--- src/rtl/bellek_erisim_birimi.sv ---
// Load/store stage behind the ALU: valid/ready data-memory port, load extension, store lane masks.
// Optional misalignment trapping is enabled by defining BELLEK_HIZALAMA_DENETIM_EN.
module bellek_erisim_birimi #(
  parameter int unsigned ZAMAN_ASIMI = 255
) (
  input  logic        clk_i,
  input  logic        rst_i,
  input  logic        bellek_aktif_i,
  input  logic [5:0]  islem_kodu_i,
  input  logic [31:0] adres_i,
  input  logic [31:0] veri_i,
  input  logic [4:0]  hedef_yazmac_i,
  output logic        vy_istek_o,
  output logic        vy_yaz_o,
  output logic [31:0] vy_adres_o,
  output logic [31:0] vy_yaz_veri_o,
  output logic [3:0]  vy_yaz_maske_o,
  input  logic        vy_hazir_i,
  input  logic [31:0] vy_oku_veri_i,
  output logic [31:0] sonuc_o,
  output logic [4:0]  hedef_yazmac_o,
  output logic        yazmac_yaz_o,
  output logic        bellek_hazir_o,
  output logic        durdur_o,
  output logic        hizasiz_o,
  output logic        zaman_asimi_o
);
  localparam int unsigned SAYAC_W = 8;

  // Opcode encodings shared with operations.vh
  localparam logic [5:0] MEM_LB  = 6'h20;
  localparam logic [5:0] MEM_LH  = 6'h21;
  localparam logic [5:0] MEM_LW  = 6'h22;
  localparam logic [5:0] MEM_LBU = 6'h23;
  localparam logic [5:0] MEM_LHU = 6'h24;
  localparam logic [5:0] MEM_SB  = 6'h25;
  localparam logic [5:0] MEM_SH  = 6'h26;
  localparam logic [5:0] MEM_SW  = 6'h27;

  typedef enum logic [1:0] {BOSTA = 2'd0, ISTEK = 2'd1, TAMAM = 2'd2} durum_t;

  function automatic logic mem_islem(input logic [5:0] op);
    mem_islem = (op == MEM_LB) || (op == MEM_LH) || (op == MEM_LW) || (op == MEM_LBU) ||
                (op == MEM_LHU) || (op == MEM_SB) || (op == MEM_SH) || (op == MEM_SW);
  endfunction

  function automatic logic yazma_islem(input logic [5:0] op);
    yazma_islem = (op == MEM_SB) || (op == MEM_SH) || (op == MEM_SW);
  endfunction

  // Select the addressed byte/half of the returned word and extend it
  function automatic logic [31:0] yukle_genislet(input logic [5:0] op, input logic [1:0] a,
                                                 input logic [31:0] v);
    logic [7:0]  b;
    logic [15:0] h;
    case (a)
      2'd0:    b = v[7:0];
      2'd1:    b = v[15:8];
      2'd2:    b = v[23:16];
      default: b = v[31:24];
    endcase
    h = a[1] ? v[31:16] : v[15:0];
    case (op)
      MEM_LB:  yukle_genislet = {{24{b[7]}}, b};
      MEM_LBU: yukle_genislet = {24'd0, b};
      MEM_LH:  yukle_genislet = {{16{h[15]}}, h};
      MEM_LHU: yukle_genislet = {16'd0, h};
      default: yukle_genislet = v;
    endcase
  endfunction

  durum_t              durum_q, durum_d;
  logic [SAYAC_W-1:0]  sayac_q, sayac_d;
  logic [5:0]          islem_q, islem_d;
  logic [1:0]          serit_q, serit_d;
  logic [4:0]          hedef_q, hedef_d;
  logic                vy_istek_q, vy_istek_d;
  logic                vy_yaz_q, vy_yaz_d;
  logic [31:0]         vy_adres_q, vy_adres_d;
  logic [31:0]         vy_yaz_veri_q, vy_yaz_veri_d;
  logic [3:0]          vy_yaz_maske_q, vy_yaz_maske_d;
  logic [31:0]         sonuc_q, sonuc_d;
  logic [4:0]          hedef_cikis_q, hedef_cikis_d;
  logic                yazmac_yaz_q, yazmac_yaz_d;
  logic                bellek_hazir_q, bellek_hazir_d;
  logic                hizasiz_q, hizasiz_d;
  logic                zaman_asimi_q, zaman_asimi_d;

  logic                kabul;
  logic                hizasiz_giris;
  logic [3:0]          yaz_maske;
  logic [31:0]         yaz_veri;

  assign kabul = (durum_q == BOSTA) && bellek_aktif_i && mem_islem(islem_kodu_i);

  // Alignment trap on the incoming access
  always_comb begin
    hizasiz_giris = 1'b0;
`ifdef BELLEK_HIZALAMA_DENETIM_EN
    if ((islem_kodu_i == MEM_LH) || (islem_kodu_i == MEM_LHU) || (islem_kodu_i == MEM_SH))
      hizasiz_giris = adres_i[0];
    else if ((islem_kodu_i == MEM_LW) || (islem_kodu_i == MEM_SW))
      hizasiz_giris = |adres_i[1:0];
`endif
  end

  // Store lane mask and lane-replicated write data
  always_comb begin
    yaz_maske = 4'b0000;
    yaz_veri  = veri_i;
    case (islem_kodu_i)
      MEM_SB: begin
        yaz_maske = 4'b0001 << adres_i[1:0];
        yaz_veri  = {4{veri_i[7:0]}};
      end
      MEM_SH: begin
        yaz_maske = 4'b0011 << {adres_i[1], 1'b0};
        yaz_veri  = {2{veri_i[15:0]}};
      end
      MEM_SW:  yaz_maske = 4'b1111;
      default: ;
    endcase
  end

  // Next-state and registered-output logic
  always_comb begin
    durum_d        = durum_q;
    sayac_d        = sayac_q;
    islem_d        = islem_q;
    serit_d        = serit_q;
    hedef_d        = hedef_q;
    vy_istek_d     = vy_istek_q;
    vy_yaz_d       = vy_yaz_q;
    vy_adres_d     = vy_adres_q;
    vy_yaz_veri_d  = vy_yaz_veri_q;
    vy_yaz_maske_d = vy_yaz_maske_q;
    sonuc_d        = sonuc_q;
    hedef_cikis_d  = hedef_cikis_q;
    yazmac_yaz_d   = 1'b0;
    bellek_hazir_d = 1'b0;
    hizasiz_d      = 1'b0;
    zaman_asimi_d  = 1'b0;
    case (durum_q)
      BOSTA: begin
        if (kabul) begin
          islem_d = islem_kodu_i;
          serit_d = adres_i[1:0];
          hedef_d = hedef_yazmac_i;
          sayac_d = '0;
          if (hizasiz_giris) begin
            durum_d        = TAMAM;
            bellek_hazir_d = 1'b1;
            hizasiz_d      = 1'b1;
            sonuc_d        = 32'd0;
            hedef_cikis_d  = hedef_yazmac_i;
          end else begin
            durum_d        = ISTEK;
            vy_istek_d     = 1'b1;
            vy_yaz_d       = yazma_islem(islem_kodu_i);
            vy_adres_d     = {adres_i[31:2], 2'b00};
            vy_yaz_veri_d  = yaz_veri;
            vy_yaz_maske_d = yaz_maske;
          end
        end
      end
      ISTEK: begin
        if (vy_hazir_i || (sayac_q == SAYAC_W'(ZAMAN_ASIMI - 1))) begin
          durum_d        = TAMAM;
          vy_istek_d     = 1'b0;
          vy_yaz_d       = 1'b0;
          vy_adres_d     = 32'd0;
          vy_yaz_veri_d  = 32'd0;
          vy_yaz_maske_d = 4'b0000;
          bellek_hazir_d = 1'b1;
          hedef_cikis_d  = hedef_q;
          sonuc_d        = 32'd0;
          // An acknowledge on the last allowed cycle still counts as success
          if (vy_hazir_i) begin
            if (!yazma_islem(islem_q)) begin
              sonuc_d      = yukle_genislet(islem_q, serit_q, vy_oku_veri_i);
              yazmac_yaz_d = (hedef_q != 5'd0);
            end
          end else begin
            zaman_asimi_d = 1'b1;
          end
        end else begin
          sayac_d = sayac_q + SAYAC_W'(1);
        end
      end
      TAMAM:   durum_d = BOSTA;
      default: durum_d = BOSTA;
    endcase
  end

  always_ff @(posedge clk_i or posedge rst_i) begin
    if (rst_i) begin
      durum_q        <= BOSTA;
      sayac_q        <= '0;
      islem_q        <= 6'd0;
      serit_q        <= 2'd0;
      hedef_q        <= 5'd0;
      vy_istek_q     <= 1'b0;
      vy_yaz_q       <= 1'b0;
      vy_adres_q     <= 32'd0;
      vy_yaz_veri_q  <= 32'd0;
      vy_yaz_maske_q <= 4'b0000;
      sonuc_q        <= 32'd0;
      hedef_cikis_q  <= 5'd0;
      yazmac_yaz_q   <= 1'b0;
      bellek_hazir_q <= 1'b0;
      hizasiz_q      <= 1'b0;
      zaman_asimi_q  <= 1'b0;
    end else begin
      durum_q        <= durum_d;
      sayac_q        <= sayac_d;
      islem_q        <= islem_d;
      serit_q        <= serit_d;
      hedef_q        <= hedef_d;
      vy_istek_q     <= vy_istek_d;
      vy_yaz_q       <= vy_yaz_d;
      vy_adres_q     <= vy_adres_d;
      vy_yaz_veri_q  <= vy_yaz_veri_d;
      vy_yaz_maske_q <= vy_yaz_maske_d;
      sonuc_q        <= sonuc_d;
      hedef_cikis_q  <= hedef_cikis_d;
      yazmac_yaz_q   <= yazmac_yaz_d;
      bellek_hazir_q <= bellek_hazir_d;
      hizasiz_q      <= hizasiz_d;
      zaman_asimi_q  <= zaman_asimi_d;
    end
  end

  assign vy_istek_o     = vy_istek_q;
  assign vy_yaz_o       = vy_yaz_q;
  assign vy_adres_o     = vy_adres_q;
  assign vy_yaz_veri_o  = vy_yaz_veri_q;
  assign vy_yaz_maske_o = vy_yaz_maske_q;
  assign sonuc_o        = sonuc_q;
  assign hedef_yazmac_o = hedef_cikis_q;
  assign yazmac_yaz_o   = yazmac_yaz_q;
  assign bellek_hazir_o = bellek_hazir_q;
  assign hizasiz_o      = hizasiz_q;
  assign zaman_asimi_o  = zaman_asimi_q;
  // Stall is combinational so the accepting cycle already holds the pipeline
  assign durdur_o       = ~rst_i & (kabul | (durum_q == ISTEK));
endmodule

--- config.mk ---
export PLATFORM = sky130hd
export DESIGN_NAME = bellek_erisim_birimi
export DESIGN_NICKNAME = d
export VERILOG_FILES = /design/src/rtl/bellek_erisim_birimi.sv
export SDC_FILE = /design/constraint.sdc
export NUM_CORES = 1
export LEC_CHECK = 0
export ABC_CLOCK_PERIOD_IN_PS = 4050
export BUFFER_PORTS_ARGS = -buffer_cell sky130_fd_sc_hd__buf_2
export CORE_ASPECT_RATIO = 1.2
export CORE_MARGIN = 5
export CORE_UTILIZATION = 50
export CTS_BUF_LIST = sky130_fd_sc_hd__clkbuf_8 sky130_fd_sc_hd__clkbuf_16
export DETAILED_ROUTE_END_ITERATION = 7
export PLACE_DENSITY_LB_ADDON = 0.3
export SLEW_MARGIN = 5
export SYNTH_ARGS = -nofsm -noshare
export SYNTH_HDL_FRONTEND = slang
export SYNTH_SLANG_ARGS = --single-unit
--- constraint.sdc ---
create_clock -name clk_i -period 4.05 [get_ports clk_i]
set_input_delay 0.2025 -clock clk_i [delete_from_list [all_inputs] [get_ports clk_i]]
set_output_delay 0.2025 -clock clk_i [all_outputs]
set_load 0.005 [all_outputs]
==> results of run 1 <==
[through the flow]
step / cell area [sq um] / total power, mW / utilization (%) / worst slack (ps) / std cells
3_3_place_gp: 7280 / 4.04 / 60.4 / 1680 / 932
5_1_grt: 7880 / 5.90 / 65.3 / 1400 / 968
2_1_floorplan: 6160 / 3.45 / - / 350 / 589
3_5_place_dp: 7280 / 4.10 / 60.4 / 1610 / 932
6_report: 7880 / 5.53 / 65.3 / 1610 / 968
4_1_cts: 7880 / 5.58 / 65.3 / 1600 / 968
[metal layers]
| metal | global-route usage, % | part of all wire [%] |
|---|---|---|
| met1 | 29.2 | 40 |
| met3 | 7.50 | 8.8 |
| met5 | 0 | 0 |
| met2 | 37.2 | 48 |
| met4 | 8.38 | 2.5 |
[flip-flops by register name (all words and copies together) (netlist names), 2 cells and up]
| signal | flops |
|---|---|
| serit_q | 2 |
| sayac_q | 8 |
| vy_yaz_veri_o | 32 |
| islem_q | 6 |
| hedef_yazmac_o | 5 |
| hedef_q | 5 |
| vy_adres_o | 30 |
| sonuc_o | 32 |
| vy_yaz_maske_o | 4 |
| durum_q | 2 |
[worst register-to-register path: stages (launching register included)]
cell     delay [ps]
dfrtp_1         430
inv_1            70
ha_1            190
and3_1          200
a21oi_1         210
a21o_2          970
a22o_1          320
[placed cells by master, fill, tap and decap left out, types with 3 or more instances in the layout]
cell type,instances
dfrtp_1,131
a22o_1,38
a211oi_1,9
nand4_1,4
o22ai_1,8
o21ai_2,10
inv_1,8
dlygate4sd3_1,4
clkbuf_16,17
conb_1,3
nand2b_1,6
o211ai_1,8
o2bb2ai_1,25
nor2_1,55
buf_4,6
and2_1,3
o21ai_0,43
buf_2,219
clkinv_4,4
inv_6,4
nand2_1,103
mux2i_1,23
a21oi_1,13
clkinvlp_4,3
a32o_1,4
xor2_1,7
and3_1,4
mux4_2,8
[where the power goes]
group	switching [mW]	internal (mW)	total [mW]
sequential	0.326	1.74	2.07
clock	0.585	0.849	1.43
combinational	1.14	0.890	2.03
[repair_timing]
action / in CTS / in global routing
hold endpoints to repair: 4 / 0
hold buffers: 4 / 0
gates resized for setup: 0 / 0
buffers inserted: 0 / 0
[final cells by class]
| cell class | count | area (sq um) | area share [%] |
|---|---|---|---|
| Clock buffer | 17 | 425 | 5.40 |
| Clock inverter | 15 | 135 | 1.72 |
| Inverter | 8 | 32.5 | 0.413 |
| Multi-Input combinational cell | 407 | 2620 | 33.3 |
| Sequential cell | 131 | 3280 | 41.6 |
| Tap cell | 161 | 201 | 2.56 |
| Timing Repair Buffer | 229 | 1180 | 15.0 |
[cells by family after synthesis]
kind of cell,share of synthesized area [%]
AO/OA/AOI/OAI,20.2
adder cells (fa/ha/maj),0.407
AND/OR/NAND/NOR,13.9
multiplexers,6.67
flip-flops,53.3
other,0.0610
buffers and inverters,4.25
XOR/XNOR,1.14
[path summary, 6_finish.rpt]
path | from | endpoint | cells past startpoint
hold reg to reg | hedef_yazmac_o[1] | hedef_yazmac_o[1] | 2
max in group asynchronous | rst_i | vy_adres_o[18] | 3
hold / removal | rst_i | vy_yaz_veri_o[6] | 2
min in group clk_i | hedef_yazmac_i[4] | hedef_q[4] | 3
setup reg to reg | sayac_q[0] | vy_adres_o[15] | 6
setup / recovery | sayac_q[0] | vy_adres_o[15] | 6
==> results.md, run 1 <==
* Status: complete, but fails checks
* Violated checks: negative hold slack
* Sink Count at 131
* Max_slew headroom at 17.4%
* Die height at 131 microns
* Cells after synthesis at 587
* Clock Tree Buf Depth at 2
* Number of nets with antenna violations after routing at 0
* CTS H-tree lvls at 4
* Top cell type's share of synthesized area at 53.3%
* Post-DP HPWL at 12200 microns
* Global-route wire length before repair at 27800 microns
* Slowest Stage Delay on Critical Path at 970 ps
* Syn. warnings at 0
* Crit start category: flop
* Synth cell types at 51
* Crit-path cells: inv_1 -> ha_1 -> and3_1 -> a21oi_1 -> a21o_2 -> a22o_1
* Initial Util at 51.0%
* Crit path max-delay cell type: a21o_2
* WHS at -2.78 ps
* Final period util at 60.4%
* Clk_skew at 8.14 ps
* Asr flop ratio synth at 100%
* Width of the die at 111 microns
* IO Count at 223
* Slew Viols, Final at 0
* Total Wirelength at 17000 microns
* Crit. End Element: flop
* Setup Viol. Count Final at 0
* CTS tree: yes
* Tmin final at 2440 ps
* Final hold vios at 1
* Clock root buffer: clkbuf_16
* PD cells at 702 nW/um^2
* LEAKAGE at 4.05 nW
* Starting DRT DRC Count at 230
* EDFF count, synth at 0
* WL per Instance at 17.5 microns
* TNS Setup at 0 ps
* Routed vias/inst at 5.63
* RePlAce Congestion at 0.867
* Core Box Area at 12100 sq um
* Vias in the first global route at 5544
* Hold WC Path Type: input pin to async pin
* Req. time, crit path at 4390 ps
* Layout cells sized above 1 at 35.7%
* VDD IR max at 0.000311 V
* Type of the worst setup path: flop to flop
* Leading area contributor after synthesis: dfrtp_1
* Clk pin slew, worst setup/hold paths at 60 ps
* Port bufs at 219
* Total GRT Usage at 23.1%
* Diodes inserted at 0
* Vias at 5445
* Die area at 14600 sq um
* F_max at 0.409 GHz
* FILL cells at 960
* Register area share after synthesis at 53.3%
* Worst Path Buf+Inv at 1
* Worst-margin pin slew at 1240 ps
* Leading cell types by count after synthesis: dfrtp_1, nand2_1, nor2_1
* Synth Area per Inst at 10.5 sq um
* Overflow after GRT at 0
* Area grow syn2layout at 28.1%
* RSZ-0062 raised after global routing: false
* Crit path DAT at 2780 ps
* Initial antenna violation count at 0
* Top_reg_cell synth: dfrtp_1
* Num rows at 44
* Flop2flop setup slack at 1610 ps
* DR pass1 iterations at 4
* Final net count at 907
* Synthesis-stage register bit count at 131
* Max Cap Viol at 0
* Mapped cell area at 6150 sq um
* Most common cell in the netlist: dfrtp_1
* Clk_lat worst skew at 410 ps
* Drc violations at 0
* Top Family by Delay on Critical Path: compound AO/OA/AOI/OAI gates
* Worst-path fanout max at 68
* Number of buffers created by CTS at 17
* Ranking of synthesized cells by area: dfrtp_1, nand2_1, a22o_1
* Pin count of the biggest net entering global routing at 75
No activity file was read; power rests on OpenSTA's default activity.
==> run 2: changes to the inputs <==
--- a/config.mk
+++ b/config.mk
@@ -5,11 +5,11 @@
 export SDC_FILE = /design/constraint.sdc
 export NUM_CORES = 1
 export LEC_CHECK = 0
-export ABC_CLOCK_PERIOD_IN_PS = 4050
+export ABC_CLOCK_PERIOD_IN_PS = 2100
 export BUFFER_PORTS_ARGS = -buffer_cell sky130_fd_sc_hd__buf_2
 export CORE_ASPECT_RATIO = 1.2
 export CORE_MARGIN = 5
-export CORE_UTILIZATION = 50
+export CORE_UTILIZATION = 45
 export CTS_BUF_LIST = sky130_fd_sc_hd__clkbuf_8 sky130_fd_sc_hd__clkbuf_16
 export DETAILED_ROUTE_END_ITERATION = 7
 export PLACE_DENSITY_LB_ADDON = 0.3
==> constraint.sdc (replaced) <==
create_clock -name clk_i -period 2.1 [get_ports clk_i]
set_input_delay 0.105 -clock clk_i [delete_from_list [all_inputs] [get_ports clk_i]]
set_output_delay 0.105 -clock clk_i [all_outputs]
set_load 0.005 [all_outputs]
==> run 2 against run 1 <==
Compared with the run above: the flow now finishes without violations; die area up 10%; cell area up 12%; register-to-register slack worse by 1500 ps; setup slack worse by 1500 ps; combinational power up 120%; wire length up 13%; core utilization up 0.96 points; sequential share of layout area down 4.4 points; sequential power up 89%.
==> results.md, run 2 (synthesis gave the netlist of run 1 again) <==
* Drc violations at 0 (unchanged)
* Layout cells sized above 1 at 34.1% (was 35.7%)
* Design area at 8810 sq um (was 7880 sq um)
* Total Wirelength at 19200 microns (was 17000 microns)
* Global-route wire length before repair at 30600 microns (was 27800 microns)
* Placed cell count at 955 (was 932)
* Initial Util at 46.3% (was 51.0%)
* Status: complete, no violations (was complete, but fails checks)
* Clock root buffer: clkbuf_16 (unchanged)
* Final hold vios at 0 (was 1)
* PD cells at 1300 nW/um^2 (was 702 nW/um^2)
* CTS tree: yes (unchanged)
* Overflow after GRT at 0 (unchanged)
* F_max at 0.512 GHz (was 0.409 GHz)
* Number of nets with antenna violations after routing at 0 (unchanged)
* Width of the die at 117 microns (was 111 microns)
* Port bufs at 219 (unchanged)
* Hold WC Path Type: input pin to flop (was input pin to async pin)
* Post-place instance area at 7460 sq um (was 7280 sq um)
* Die height at 138 microns (was 131 microns)
* Type of the worst setup path: flop to flop (unchanged)
* Post-layout util at 66.3% (was 65.3%)
* Final non-filler cell total at 1063 (was 968)
* VDD IR max at 0.000623 V (was 0.000311 V)
* Crit path DAT at 2270 ps (was 2780 ps)
* Final period util at 93.1% (was 60.4%)
* Pin count of the biggest net entering global routing at 132 (was 75)
* Die area at 16100 sq um (was 14600 sq um)
* Max_slew headroom at 44.4% (was 17.4%)
* DR pass1 iterations at 5 (was 4)
* Starting DRT DRC Count at 405 (was 230)
* Final net count at 993 (was 907)
* Worst-margin pin slew at 835 ps (was 1240 ps)
* Vias at 5896 (was 5445)
* Clk_lat worst skew at 410 ps (about the same)
* Sink Count at 131 (unchanged)
* Clock Tree Buf Depth at 2 (unchanged)
* Vias in the first global route at 6097 (was 5544)
* Commonest non-fill, non-tap cell in the layout: buf_2 (unchanged)
* Post-CTS sizing at 0 (unchanged)
* Num rows at 46 (was 44)
* Clk_skew at 9.52 ps (was 8.14 ps)
* Most frequent cells in the layout: buf_2, dfrtp_1, nand2_1 (unchanged)
* IO Count at 223 (unchanged)
* Slew Viols, Final at 0 (unchanged)
* Number of buffers created by CTS at 17 (unchanged)
* Max Cap Viol at 0 (unchanged)
* LEAKAGE at 4.45 nW (was 4.05 nW)
* Post-DP HPWL at 12600 microns (was 12200 microns)
* Crit. End Element: flop (unchanged)
* Worst-path fanout max at 12 (was 68)
* Clk pin slew, worst setup/hold paths at 60 ps (about the same)
* WL per Instance at 18.1 microns (was 17.5 microns)
* Total GRT Usage at 23.7% (was 23.1%)
* Area grow syn2layout at 43.3% (was 28.1%)
* Tmin final at 1950 ps (was 2440 ps)
* Core Box Area at 13300 sq um (was 12100 sq um)
* Pre-CTS setup slack at 157 ps (was 1610 ps)
* WHS at 22.2 ps (was -2.78 ps)
* Crit start category: flop (unchanged)
* Req. time, crit path at 2420 ps (was 4390 ps)
* Routed vias/inst at 5.55 (was 5.63)
* Setup Viol. Count Final at 0 (unchanged)
* RePlAce Congestion at 0.929 (was 0.867)
* Initial antenna violation count at 2 (was 0)
* TNS Setup at 0 ps (unchanged)
* Power Total at 11.4 mW (was 5.53 mW)
* RSZ-0062 raised after global routing: false (unchanged)
* CTS H-tree lvls at 4 (unchanged)
* Setup ws final at 145 ps (was 1610 ps)
## run 2: cell count changes in the layout (fill, tap and decap cells not counted), sizes merged
cell / before / now
buf: 225 / 241
bufinv: 1 / 3
clkbuf: 17 / 19
clkinv: 6 / 4
clkinvlp: 3 / 4
diode: 0 / 3
dlygate4sd3: 4 / 74
inv: 13 / 9
## run 2: timing repair
action,in CTS,in global routing
hold buffers,73,1
hold endpoints to repair,203,1
setup buffers,0,0
## run 2: path summary, 6_finish.rpt
path	from	to	slack, ps	cells past startpoint
hold reg to reg	sonuc_o[1]	sonuc_o[1]	470	2
setup / recovery	islem_q[3]	sonuc_o[11]	150	6
min in group asynchronous	rst_i	zaman_asimi_o	460	4
setup reg to reg	islem_q[3]	sonuc_o[11]	150	6
hold / removal	vy_oku_veri_i[17]	sonuc_o[17]	20	3
max in group asynchronous	rst_i	sonuc_o[29]	1120	4
## run 2: report_power, final
group / leakage, nW / switching, mW / internal, mW
logic: 2.43 / 2.43 / 2.05
registers: 1.73 / 0.556 / 3.35
clock network: 0.293 / 1.11 / 1.93
## run 2: worst max-delay path, stage by stage, from the launching register on
cell and delay, ps:
dfrtp_1 410, or4b_1 620, nand2b_4 190, nand2_2 190, buf_4 210, o211ai_1 80, o21ai_0 170
## run 2: final cells by class
cell class | count | area (sq um)
Clock buffer | 19 | 453
Sequential cell | 131 | 3280
Fill cell | 1017 | 4480
Tap cell | 168 | 210
Antenna cell | 3 | 7.51
Multi-Input combinational cell | 407 | 2620
Inverter | 8 | 33.8
Clock inverter | 12 | 156
Timing Repair Buffer | 315 | 2050
## run 2: per-layer routing
layer  GRT usage, %  vias to the layer above  share of wire, %
met5              0                        -                 0
met4           10.4                        0               2.5
met3           5.33                       44               8.7
met2           39.3                      309                50
met1           29.1                     2865                39
li1               -                     2678                 -
